<file path="config.mk">
export PLATFORM = sky130hd
export DESIGN_NAME = fifo_rd_feeder_flat
export DESIGN_NICKNAME = d
export VERILOG_FILES = /design/src/rtl/fifo_rd_feeder_pkg.sv /design/src/rtl/fifo_rd_feeder_if.sv /design/src/rtl/fifo_lane_sel.sv /design/src/rtl/fifo_rd_feeder.sv /design/src/flat_wrapper.sv
export SDC_FILE = /design/constraint.sdc
export NUM_CORES = 1
export LEC_CHECK = 0
export CORE_UTILIZATION = 63
export CTS_CLUSTER_DIAMETER = 50
export DETAILED_ROUTE_END_ITERATION = 10
export DONT_BUFFER_PORTS = 1
export PLACE_DENSITY = 0.77
export SETUP_SLACK_MARGIN = 0.3
export SLEW_MARGIN = 20
export SYNTH_ARGS = -nofsm -noshare
export SYNTH_HDL_FRONTEND = slang
export SYNTH_SLANG_ARGS = --single-unit
</file>
<file path="constraint.sdc">
create_clock -name clk -period 3.5 [get_ports clk]
set_input_delay 0.525 -clock clk [delete_from_list [all_inputs] [get_ports clk]]
set_output_delay 0.525 -clock clk [all_outputs]
set_load 0.02 [all_outputs]
</file>
<file path="src/rtl/fifo_rd_feeder_pkg.sv">
// Shared definitions for the FIFO read-side feeder: FSM state encoding and
// the lane-counter width helper.
package fifo_rd_feeder_pkg;

  typedef logic [1:0] feed_state_t;

  localparam feed_state_t ST_IDLE = 2'b00;
  localparam feed_state_t ST_POP  = 2'b01;
  localparam feed_state_t ST_SEND = 2'b10;
  localparam feed_state_t ST_WAIT = 2'b11;

  // Ceiling log2, never below 1, so a single-lane build still gets a legal counter.
  function automatic int clog2_min1(input int value);
    int width;
    width = 32'sd1;
    while ((32'sd1 <<< width) < value) begin
      width = width + 32'sd1;
    end
    return width;
  endfunction

endpackage

</file>
<file path="src/rtl/fifo_rd_feeder_if.sv">
// Feeder-side bundle: FIFO read port plus the transmitter valid/busy handshake.
interface fifo_rd_feeder_if #(
  parameter int DATA_WIDTH = 16,
  parameter int OUT_WIDTH  = 8
);

  logic                  en;
  logic                  empty;
  logic [DATA_WIDTH-1:0] rd_data;
  logic                  r_inc;
  logic [OUT_WIDTH-1:0]  tx_p_data;
  logic                  tx_data_valid;
  logic                  busy;
  logic                  feed_active;

  modport master (
    input  en,
    input  empty,
    input  rd_data,
    input  busy,
    output r_inc,
    output tx_p_data,
    output tx_data_valid,
    output feed_active
  );

  modport slave (
    output en,
    output empty,
    output rd_data,
    output busy,
    input  r_inc,
    input  tx_p_data,
    input  tx_data_valid,
    input  feed_active
  );

endinterface

</file>
<file path="src/rtl/fifo_lane_sel.sv">
// Holds the popped word and walks its OUT_WIDTH lanes, LSB lane first.
module fifo_lane_sel
  import fifo_rd_feeder_pkg::*;
#(
  parameter int DATA_WIDTH = 16,
  parameter int OUT_WIDTH  = 8
) (
  input  logic                  clk,
  input  logic                  rst_n,
  input  logic                  load,
  input  logic                  advance,
  input  logic [DATA_WIDTH-1:0] load_word,
  output logic [OUT_WIDTH-1:0]  lane_data,
  output logic                  last_lane
);

  localparam int LANES      = DATA_WIDTH / OUT_WIDTH;
  localparam int LANE_CNT_W = clog2_min1(LANES);

  logic [DATA_WIDTH-1:0] word_r;
  logic [LANE_CNT_W-1:0] lane_cnt_r;

  assign last_lane = (lane_cnt_r == LANE_CNT_W'(LANES - 1));

  // Word register: captured only on a pop.
  always_ff @(posedge clk or negedge rst_n) begin
    if (!rst_n) begin
      word_r <= '0;
    end else if (load) begin
      word_r <= load_word;
    end else begin
      word_r <= word_r;
    end
  end

  // Lane counter: cleared by a pop and never allowed past the last lane, so a
  // single-lane build folds to a constant zero.
  always_ff @(posedge clk or negedge rst_n) begin
    if (!rst_n) begin
      lane_cnt_r <= '0;
    end else if (load) begin
      lane_cnt_r <= '0;
    end else if (advance && !last_lane) begin
      lane_cnt_r <= lane_cnt_r + LANE_CNT_W'(1);
    end else begin
      lane_cnt_r <= lane_cnt_r;
    end
  end

  generate
    if (LANES > 1) begin : g_multi_lane
      logic [OUT_WIDTH-1:0] lanes_s [LANES];
      for (genvar g = 0; g < LANES; g++) begin : g_lane
        assign lanes_s[g] = word_r[g*OUT_WIDTH +: OUT_WIDTH];
      end
      assign lane_data = lanes_s[lane_cnt_r];
    end else begin : g_single_lane
      assign lane_data = word_r[OUT_WIDTH-1:0];
    end
  endgenerate

endmodule

</file>
<file path="src/rtl/fifo_rd_feeder.sv">
// Read-domain drain controller: pops one FIFO word at a time and hands its
// lanes to a parallel-load serial transmitter over a valid/busy handshake.
module fifo_rd_feeder
  import fifo_rd_feeder_pkg::*;
#(
  parameter int DATA_WIDTH = 16,
  parameter int OUT_WIDTH  = 8
) (
  input  logic              clk,
  input  logic              rst_n,
  fifo_rd_feeder_if.master  bus
);

  feed_state_t          state_r;
  feed_state_t          next_state_s;
  logic                 load_s;
  logic                 advance_s;
  logic                 last_lane_s;
  logic [OUT_WIDTH-1:0] lane_data_s;

  assign load_s    = (state_r == ST_POP);
  assign advance_s = (state_r == ST_WAIT) && !bus.busy;

  fifo_lane_sel #(
    .DATA_WIDTH (DATA_WIDTH),
    .OUT_WIDTH  (OUT_WIDTH)
  ) u_lane_sel (
    .clk       (clk),
    .rst_n     (rst_n),
    .load      (load_s),
    .advance   (advance_s),
    .load_word (bus.rd_data),
    .lane_data (lane_data_s),
    .last_lane (last_lane_s)
  );

  // State register.
  always_ff @(posedge clk or negedge rst_n) begin
    if (!rst_n) begin
      state_r <= ST_IDLE;
    end else begin
      state_r <= next_state_s;
    end
  end

  // Next-state logic; EN only gates the start of a new word, and a busy
  // transmitter seen on SEND entry is taken as acceptance.
  always_comb begin
    next_state_s = state_r;
    case (state_r)
      ST_IDLE: begin
        if (bus.en && !bus.empty) begin
          next_state_s = ST_POP;
        end else begin
          next_state_s = ST_IDLE;
        end
      end
      ST_POP: begin
        next_state_s = ST_SEND;
      end
      ST_SEND: begin
        if (bus.busy) begin
          next_state_s = ST_WAIT;
        end else begin
          next_state_s = ST_SEND;
        end
      end
      ST_WAIT: begin
        if (bus.busy) begin
          next_state_s = ST_WAIT;
        end else if (last_lane_s) begin
          next_state_s = ST_IDLE;
        end else begin
          next_state_s = ST_SEND;
        end
      end
      default: begin
        next_state_s = ST_IDLE;
      end
    endcase
  end

  // Outputs decode the state register and the word/lane registers only.
  assign bus.r_inc         = (state_r == ST_POP);
  assign bus.tx_data_valid = (state_r == ST_SEND);
  assign bus.feed_active   = (state_r != ST_IDLE);
  assign bus.tx_p_data     = lane_data_s;

endmodule

</file>
<file path="src/flat_wrapper.sv">
// flat-port wrapper written by rule: the top's interface ports become plain ports
module fifo_rd_feeder_flat import fifo_rd_feeder_pkg::*;
#(
  parameter int DATA_WIDTH = 16,
  parameter int OUT_WIDTH  = 8
)
  (clk, rst_n, bus_en, bus_empty, bus_rd_data, bus_busy, bus_r_inc, bus_tx_p_data, bus_tx_data_valid, bus_feed_active);
  fifo_rd_feeder_if #(.DATA_WIDTH(DATA_WIDTH), .OUT_WIDTH(OUT_WIDTH)) bus_i ();
  input  logic clk;
  input  logic rst_n;
  input wire logic [$bits(bus_i.en)-1:0] bus_en;
  input wire logic [$bits(bus_i.empty)-1:0] bus_empty;
  input wire logic [$bits(bus_i.rd_data)-1:0] bus_rd_data;
  input wire logic [$bits(bus_i.busy)-1:0] bus_busy;
  output wire logic [$bits(bus_i.r_inc)-1:0] bus_r_inc;
  output wire logic [$bits(bus_i.tx_p_data)-1:0] bus_tx_p_data;
  output wire logic [$bits(bus_i.tx_data_valid)-1:0] bus_tx_data_valid;
  output wire logic [$bits(bus_i.feed_active)-1:0] bus_feed_active;
  assign bus_i.en = bus_en;
  assign bus_i.empty = bus_empty;
  assign bus_i.rd_data = bus_rd_data;
  assign bus_i.busy = bus_busy;
  assign bus_r_inc = bus_i.r_inc;
  assign bus_tx_p_data = bus_i.tx_p_data;
  assign bus_tx_data_valid = bus_i.tx_data_valid;
  assign bus_feed_active = bus_i.feed_active;
  fifo_rd_feeder #(.DATA_WIDTH(DATA_WIDTH), .OUT_WIDTH(OUT_WIDTH)) u_core (.clk(clk), .rst_n(rst_n), .bus(bus_i));
endmodule
</file>
[Word level (Yosys, flattened, before mapping)]
Index checks and enable logic that the tools add are counted.
Storage, ports and cells
  register bits: 19
  input port bits: 21
  logic and storage cells: 28
Operators by class
  add/subtract/negate cells: 1
  $lt $le $gt $ge: 1
  eq/ne operators: 3
  multiplexer cells: 10
  bitwise logic cells: 1
  reductions and logical operators: 9
Operators by type and width (number)
  $mux 8: 3
  $pmux 2 s4: 1
  $eq 2x2->1 const B: 2
  $mux 1: 4
  $mux 2: 2
  $reduce_bool 2->1: 2
  $logic_and 1x1->1: 3
  $logic_not 1->1: 3
  $eq 2x1->1 const B: 1
  $ge 2x2->1 const B: 1
  $logic_not 2->1: 1
  $not 1->2: 1
  $add 1x1->1 const B: 1

[Depth between registers and ports, before layout]
  depth in word-level cells: 5
  depth in mapped cells: 4

[By module]
Synthesis repeated with hierarchy kept, for this count alone.
Second synthesis, totals
  cell total of the unflattened synthesis: 55
  area total of the unflattened synthesis: 874.6 µm²
By module, submodules not included
  fifo_lane_sel: instances 1, cells each 45, area each 775.7 µm², seq. area each 425.4 µm²
  fifo_rd_feeder: instances 1, cells each 10, area each 98.8 µm², seq. area each 50.0 µm²

[Worst setup path before layout]
Ideal clock, no wire load.
  kind: flip-flop to output port
  start point: register u_core.u_lane_sel.lane_cnt_r (netlist: u_core.u_lane_sel.last_lane)
  end point: output port bus_tx_p_data[0]
  arrival: 0.889 ns
  data required time: 2.975 ns
  setup slack: 2.086 ns
  cell stages (with the launch flop): 3
  buffers on the path: 1
  cell sequence: dfrtp_1 > buf_2 > mux2_2
Between the ends
  word-level cells in the longest chain between the ends: 4
RTL lines
  start, declared: RTL line fifo_lane_sel.sv:21  | logic [LANE_CNT_W-1:0] lane_cnt_r;
  start signal, assigned: RTL line fifo_lane_sel.sv:44  | lane_cnt_r <= lane_cnt_r + LANE_CNT_W'(1);
  start signal, assigned: RTL line fifo_lane_sel.sv:46  | lane_cnt_r <= lane_cnt_r;
  $not 1->2 (not written as such): RTL line fifo_lane_sel.sv:56  | assign lane_data = lanes_s[lane_cnt_r];
  $mux 8 (not written as such) (3 in a row): RTL line fifo_lane_sel.sv:56
  end, declared: RTL line flat_wrapper.sv:16  | output wire logic [$bits(bus_i.tx_p_data)-1:0] bus_tx_p_data;
Every way passes these cells. The select of a mux whose other input is x is not followed.

[Worst setup path in the final report]
  start point: register u_core.u_lane_sel.lane_cnt_r (netlist: u_core.u_lane_sel.last_lane)
  end point: output port bus_tx_p_data[3]
Same word-level chain as after synthesis.

==> metrics.txt <==
final worst path period share=52.5%; compound-gate portion of the synthesized area=approximately 3%; DR WL/cell=roughly 18 um; worst vdd ir=between 0.5 and 0.6 mV; WS Path Type=reg2out; Total GRT Usage=20.5%; mux contribution to synthesized area=between 30% and 40%; r2r worst-path depth=2; CP arrival=1310 ps; Post-DP HPWL=1020 um; main combinational cell family by area after synthesis=multiplexers; RSZ-0062 raised after global routing=no; Netlist cell types=12; vias per inst=6.18; status=finished, final reports clean; Post-Syn Instances=55; Finished Layout Cells=between 70 and 80; CTS tree=built; register bit total from synthesis=19; Peak Freq=545 MHz; post-CTS resize count=0; Die Area=between 1500 and 2000 um2; Fin. Hold Viols=0; Slowest-stage cell, CP=dfrtp_1; Final Power=0.000930 W; final setup vio count=0; Die H=39.1 um; vias in the first global route=443; Clk Latency, worst-skew pair=~280 ps; CTS sink count=19; Core ar.=1280 um2; placed cell count=between 60 and 70; Layout area overhead=3.03%; via count=445; Post-DRT Antenna Nets=0; wirelength, routed=1300 um; Starting DRT DRC Count=1; max-capacitance violation count=0; worst hold path class=in2reg; Yosys top cell area share=54.8%; Setup crit end kind=output pin; final instance area=between 800 and 900 um2; Ports=32; syn avg cell area=15.8 um2; port bufs=0; Post-Synth XOR/XNOR Area=0%; post-synthesis sequential area ratio=54.8%; drt first pass iters=2; largest net degree at the start of global routing=20; leading post-synthesis cells by cell area=dfrtp_1 55%, mux2_2 21%, mux2_4 14%; cell family with most CP delay=flip-flops; Rows=13; Leak=roughly 0.39 nW; WP data required=2970 ps; gpl congestion=0.647; critical path peak fanout=10; Final Max Tran Viols=0; CP bufs+invs=0; Die Width=39.1 um; Simple-Gate Fraction of Synth Area=~2.6%; clock skew=3.14 ps; Slew HR=47.4%; layout cells sized above 1=50.9%; DRC viols=0; initial antenna violation count=0; Mapped Nets=76; minimum clock period=1840 ps; Netlist Area Pre-Place=868 um2; initial core utilization=67.6%; root buf cell=clkbuf_4; Startpoint Class=flop; Critical Path Stages=1; first-pass GRT wire length=2020 um; CTS H-tree depth=1; Synth warnings=0; Worst Tran Pin Value=786 ps; nets=a little under 80; Hold Crit Depth=1; cts bufs inserted=3; clock buffer depth=2; Clock Pin Slew Worst Setup and Hold Paths=90 ps; Largest stage delay, worst path=about 580 ps; ant diodes=0; remaining global-route overflow=0; setup TNS=0 ps; PD cells=1040 nW/um2; Post-Synth Adder-Cell Area=0%; critical path cell sequence=mux2_2; cell taking the most area after synthesis=dfrtp_1; dpl cell area=roughly 850 um2
## Yosys cell counts, drive strengths merged
cell and number:
dfrtp 19, a31oi 1, buf 3, o21ba 1, mux2 24, nor2 1, inv 2, nor2b 3
a32o 1
## kinds of logic after synthesis
group                  after synthesis
multiplexers                        24
flip-flops                          19
buffers and inverters                5
AND/OR/NAND/NOR                      4
AO/OA/AOI/OAI                        3
## power breakdown
part	internal (W)	leakage [nW]	total, W	switching, W
clock	0.0000442	0.0150	0.000101	0.0000568
combinational	0.000216	0.149	0.000419	0.000203
sequential	0.000330	0.223	0.000410	0.0000807
total	0.000590	0.387	0.000930	0.000340
## cells in the final DEF, fill, tap and decap left out
cell type	count
a31oi_1	1
nor2b_1	2
nor2_1	1
mux2_2	16
mux2_4	8
inv_1	2
clkbuf_1	1
o21ba_2	1
nor2b_4	1
clkbuf_4	3
dlygate4sd3_1	1
dfrtp_1	19
a32o_1	1
## flip-flops by register name (all words and copies together), names as in the netlist
signal,cells
u_core.u_lane_sel.word_r,16
u_core.u_lane_sel.last_lane,1
u_core.state_r,2
## stage by stage
step                      util, %  hold WS (ps)  setup slack (ps)
final                        69.6           382              1660
after global routing         69.6           363              1580
after CTS                    69.2           372              1320
after detailed placement     66.4           230              1610
after global placement       66.4           230              1700
after floorplan                 -           229              2090
## repair_timing
action                                 CTS  global route
hold buffers                             1             0
endpoints found under the hold margin   19             0
setup buffers                            0             0
## layout make-up
type | count | area [um2]
Clock buffer | 4 | 26.3
Fill cell | 82 | 390
Multi-Input combinational cell | 31 | 357
Timing Repair Buffer | 1 | 10.0
Tap cell | 15 | 18.8
Inverter | 2 | 7.51
Sequential cell | 19 | 475
## worst paths after layout
kind / to / slack (ps) / start
worst max-delay path: bus_tx_p_data[3] / 1660 / u_core.u_lane_sel.last_lane$_DFFE_PN0P_
worst max register to register: u_core.u_lane_sel.word_r[10]$_DFFE_PN0P_ / 1970 / u_core.state_r[1]$_DFF_PN0_
max in group asynchronous: u_core.u_lane_sel.word_r[2]$_DFFE_PN0P_ / 2250 / rst_n
worst min-delay path: u_core.state_r[0]$_DFF_PN0_ / 380 / bus_busy
min in group asynchronous: u_core.u_lane_sel.word_r[1]$_DFFE_PN0P_ / 760 / rst_n
worst min register to register: u_core.u_lane_sel.word_r[13]$_DFFE_PN0P_ / 510 / u_core.u_lane_sel.word_r[13]$_DFFE_PN0P_
## routing by layer
| metal | vias up | GRT usage [%] | share of wire (%) | wire, um |
|---|---|---|---|---|
| met1 | 232 | 27.7 | 41 | 530 |
| met3 | 0 | 7.51 | 7.8 | 101 |
| li1 | 196 | - | - | - |
| met2 | 17 | 31.3 | 51 | 671 |
| met5 | - | 0 | 0 | 0 |
| met4 | 0 | 5.17 | 0 | 0 |
(Power assumes the default switching activity.)
==> RTL edit 1, RTL diff (same settings) <==
`DATA_WIDTH` is set to 16 in 4 places; all go to 32.
--- a/src/rtl/fifo_rd_feeder_if.sv
+++ b/src/rtl/fifo_rd_feeder_if.sv
@@ -1,6 +1,6 @@
 // Feeder-side bundle: FIFO read port plus the transmitter valid/busy handshake.
 interface fifo_rd_feeder_if #(
-  parameter int DATA_WIDTH = 16,
+  parameter int DATA_WIDTH = 32,
   parameter int OUT_WIDTH  = 8
 );
 
--- a/src/rtl/fifo_lane_sel.sv
+++ b/src/rtl/fifo_lane_sel.sv
@@ -2,7 +2,7 @@
 module fifo_lane_sel
   import fifo_rd_feeder_pkg::*;
 #(
-  parameter int DATA_WIDTH = 16,
+  parameter int DATA_WIDTH = 32,
   parameter int OUT_WIDTH  = 8
 ) (
   input  logic                  clk,
--- a/src/rtl/fifo_rd_feeder.sv
+++ b/src/rtl/fifo_rd_feeder.sv
@@ -3,7 +3,7 @@
 module fifo_rd_feeder
   import fifo_rd_feeder_pkg::*;
 #(
-  parameter int DATA_WIDTH = 16,
+  parameter int DATA_WIDTH = 32,
   parameter int OUT_WIDTH  = 8
 ) (
   input  logic              clk,
--- a/src/flat_wrapper.sv
+++ b/src/flat_wrapper.sv
@@ -1,7 +1,7 @@
 // flat-port wrapper written by rule: the top's interface ports become plain ports
 module fifo_rd_feeder_flat import fifo_rd_feeder_pkg::*;
 #(
-  parameter int DATA_WIDTH = 16,
+  parameter int DATA_WIDTH = 32,
   parameter int OUT_WIDTH  = 8
 )
   (clk, rst_n, bus_en, bus_empty, bus_rd_data, bus_busy, bus_r_inc, bus_tx_p_data, bus_tx_data_valid, bus_feed_active);
Ports: changed (resized bus_rd_data); port bits go from 32 to 48. No check against the original RTL was run, so the function may have changed too.
==> RTL edit 1 against the original RTL <==
Via count up 91%. Wire length up 110%. Synthesized area up 100%. Final area up 100%. Setup slack worse by 0.47 ns. Sequential power up 96%. Combinational power up 91%. First-iteration DRC count rose to 10 times the old value. Worst hold slack worse by 0.045 ns. Non-clock buffer count up 1. Sequential cell count up 17. Power up 96%. Critical endpoint unchanged. Largest power group is now sequential cells.
==> RTL edit 1: results (changes against the original RTL) <==
[status]
status = complete, no violations

[worst_setup_path]
reg2regPathDepth = 3  ; +1
crit_fanout = 12  ; +2
worstPathArrival_ns = 1.78  ; +0.47 ns
startpoint = u_core.u_lane_sel.lane_cnt_r[0]
r2r_start = u_core.state_r[0]

[global_routing]
grt_pass1_vias = 817  ; +84%
grtUsageTotal_pct = 20.4  ; -0.13 points
grt_use_met3_pct = 8.20  ; +0.68 points
use_met1_pct = 25.6  ; -2.1 points
grtUsageMet2_pct = 28.9  ; -2.3 points
grt_pass1_wl_um = 3950  ; +95%

[placed_design]
dp_cells = 125  ; +87%
place.gp.congestion = 0.653  ; +0.97%

[power]
leakage_nw = 0.810  ; +110%
p_int_mw = 1.21  ; +100%
pwr-share-clk_pct = 12.2  ; +1.4 points
sequentialPower_uw = 804  ; +96%
vdd_drop_max_v = 0.000750  ; +35%

[routing]
dr.pass1.iters = 4  ; +2
routed-via-count = 849  ; +91%
drtIter0Drc = 10  ; +9
drt-met1-wl_um = 1200  ; +130%
wl_um = 2680  ; +110%
top_layer_used = met4
wire_per_inst_um = 19.9  ; +9.7%
wl_met3_um = 217  ; +110%

[logic_synthesis]
syn_avg_cell_area_um2 = 17.5  ; +11%
ys_seq_area_share_pct = 51.1  ; -3.7 points
synth_compound_area_share_pct = 1.77  ; -1.3 points
synth.distinct_cells = 22  ; +10
synth_common_cells = 36 x dfrtp_1, 29 x mux2_4, 8 x mux4_2
yosys.area_share.adder_pct = 0.710  ; +0.71 points
ys_top_cells_by_area = dfrtp_1 51%, mux2_4 25%, mux4_2 10%
synth_mux_area_share_pct = 36.8  ; +2.3 points

[clock_network]
cts_buffers = 5  ; +2
clk_latency_ns = 0.32  ; +0.04 ns
htreeDepth = 2  ; +1

[layout]
num-fill-cells = 184  ; +120%
drive_gt1_share_pct = 48.6  ; -2.3 points

[timing]
clock-skew-final_ns = 0.00364  ; +0.000498 ns

[RTL edit 1: cell types whose count changed in the layout (fill, tap and decap cells not counted), sizes merged, moves of 3 or more]
cell	delta
clkbuf	+4
dfrtp	+17
mux2	+8
mux4	+8
nand2	+3
nor2	+3
nor2b	-3
[RTL edit 1: final cells by class]
cell class,count,area (µm²),share of cell area (%)
inverter,3,11.3,0.624
timing repair buffer,2,30.0,1.66
sequential,36,901,49.9
multi-input combinational,56,767,42.5
clock buffer,8,58.8,3.26
tap,30,37.5,2.08
[RTL edit 1: per-stage QoR]
stage | setup WS, ns | hold slack, ns | util (%) | total power, mW
5_1_grt | 1.07 | 0.306 | 70.3 | 1.94
4_1_cts | 1.15 | 0.00736 | 69.9 | 1.85
6_report | 1.19 | 0.337 | 70.3 | 1.83
3_3_place_gp | 1.55 | 0.230 | 66.9 | 1.57
2_1_floorplan | 1.82 | 0.229 | - | 1.55
3_5_place_dp | 1.51 | 0.230 | 66.9 | 1.61
==> RTL edit 2, RTL diff (same flow settings) <==
Made on the original files. Make the reset (`rst_n`) synchronous in 3 clocked blocks.
--- a/src/rtl/fifo_lane_sel.sv
+++ b/src/rtl/fifo_lane_sel.sv
@@ -23,7 +23,7 @@
   assign last_lane = (lane_cnt_r == LANE_CNT_W'(LANES - 1));
 
   // Word register: captured only on a pop.
-  always_ff @(posedge clk or negedge rst_n) begin
+  always_ff @(posedge clk) begin
     if (!rst_n) begin
       word_r <= '0;
     end else if (load) begin
@@ -35,7 +35,7 @@
 
   // Lane counter: cleared by a pop and never allowed past the last lane, so a
   // single-lane build folds to a constant zero.
-  always_ff @(posedge clk or negedge rst_n) begin
+  always_ff @(posedge clk) begin
     if (!rst_n) begin
       lane_cnt_r <= '0;
     end else if (load) begin
--- a/src/rtl/fifo_rd_feeder.sv
+++ b/src/rtl/fifo_rd_feeder.sv
@@ -35,7 +35,7 @@
   );
 
   // State register.
-  always_ff @(posedge clk or negedge rst_n) begin
+  always_ff @(posedge clk) begin
     if (!rst_n) begin
       state_r <= ST_IDLE;
     end else begin
Formal check against the unedited RTL: differs if rst_n is asserted again (counterexample within 4 cycles, from zero or initial values and one cycle with rst_n low); with rst_n held inactive, the same outputs for 10 cycles.
==> RTL edit 2 against the original RTL <==
Fmax fell by 3.0%. Core utilization decreased by 2.4 points. Final cell count increased by 46%. Wire length is 9.7% higher. First-iteration DRC count rose to 11 times the old value. Non-clock buffer count fell by 1. Sequential cell count did not move. Synthesized area grew 2.3%. Setup slack lost 0.057 ns. Final area shrank 2.2%. Critical path type unchanged.
Power is not compared: it rests on default switching activity, and its combinational part moved more than twofold at a synthesized area within 25%.
==> RTL edit 2: results (changes against the original RTL) <==
[timing]
relSlewSlack_pct = 69.4  ; +22 points
clock-skew-final_ns = 0.00619  ; +0.00304 ns

[worst_setup_path]
worstPathArrival_ns = 1.37  ; +0.06 ns
cpMaxStageDelayCell = dfxtp_1
cp_slowest_stage_delay_ns = 0.62  ; +0.04 ns

[clock_network]
cts_root_buf = clkbuf_4
postCtsSetupBuffers = 0  ; unchanged

[placed_design]
placed_area_um2 = 848  ; -0.59%
place_hpwl_um = 962  ; -5.3%
dp_cells = 101  ; +51%
place_ws_ns = 1.93  ; +0.319 ns
place.gp.congestion = 0.564  ; -13%

[global_routing]
grtUsageTotal_pct = 21.7  ; +1.2 points
grt_pass1_wl_um = 2190  ; +8.6%
grt_pass1_vias = 537  ; +21%

[routing]
drtIter0Drc = 11  ; +10
wire_per_inst_um = 13.6  ; -25%
dr.pass1.iters = 4  ; +2
routed-via-count = 575  ; +29%

[logic_synthesis]
synth.distinct_cells = 18  ; +6
synth_flop_cell = dfxtp_1
synth_common_cells = 33 x nand2_1, 19 x dfxtp_1, 9 x a21boi_2, 8 x mux2_2, 7 x a21boi_0
async_flop_share_pct = 0  ; -100 points
syn_nets = 112  ; +47%
ys_top_cells_by_area = dfxtp_1 43%, nand2_1 14%, a21boi_2 11%
ys_seq_area_share_pct = 42.8  ; -12 points
syn_avg_cell_area_um2 = 9.76  ; -38%

[status]
status = complete, no violations

[power]
leakage_nw = 0.318

[flow_run]
maxCapViolations = 0  ; unchanged

[layout]
drive_gt1_share_pct = 25.6  ; -25 points

## RTL edit 2: changes by cell type in the layout (fill, tap and decap cells not counted), moves of 2 or more
cell,delta
nand2_1,+33
dfrtp_1,-19
dfxtp_1,+19
a21boi_2,+9
mux2_2,-8
mux2_4,-8
a21boi_0,+7
inv_1,-2
## RTL edit 2: worst paths after layout
| path | from | to | slack [ns] | depth (start not counted) |
|---|---|---|---|---|
| min | rst_n | u_core.state_r[1] | 0.34 | 2 |
| max | u_core.u_lane_sel.last_lane | bus_tx_p_data[3] | 1.61 | 1 |
| min reg2reg | u_core.u_lane_sel.word_r[9] | u_core.u_lane_sel.word_r[9] | 0.47 | 2 |
| max reg2reg | u_core.state_r[1] | u_core.u_lane_sel.word_r[13] | 2.37 | 4 |
## RTL edit 2: cells by family (layout without fill, tap and decap cells)
group | Yosys count | after routing | synth area share (%)
muxes | 8 | 8 | 10.1
and+or+nand+nor | 39 | 39 | 19.4
buffers and inverters | 6 | 5 | 7.89
DFF | 19 | 19 | 42.8
AOI/OAI and AO/OA | 19 | 19 | 19.7
## RTL edit 2: cell type report
| class | instances | area, µm² |
|---|---|---|
| clock buffer | 4 | 26.3 |
| sequential | 19 | 380 |
| fill | 118 | 427 |
| tap | 15 | 18.8 |
| multi-input combinational | 66 | 438 |
| inverter | 1 | 11.3 |
## RTL edit 2: where the power goes
| part | internal, mW | leakage, nW | switching [mW] |
|---|---|---|---|
| registers | 0.226 | 0.154 | 0.00727 |
| logic | 0.0182 | 0.148 | 0.0258 |
| clock network | 0.0443 | 0.0150 | 0.0651 |
## RTL edit 2: metal layers
layer	share of wire, %	track usage (%)
met4	0.84	15.5
met1	46	23.3
met3	4.4	3.98
met5	0	0
met2	48	37.3
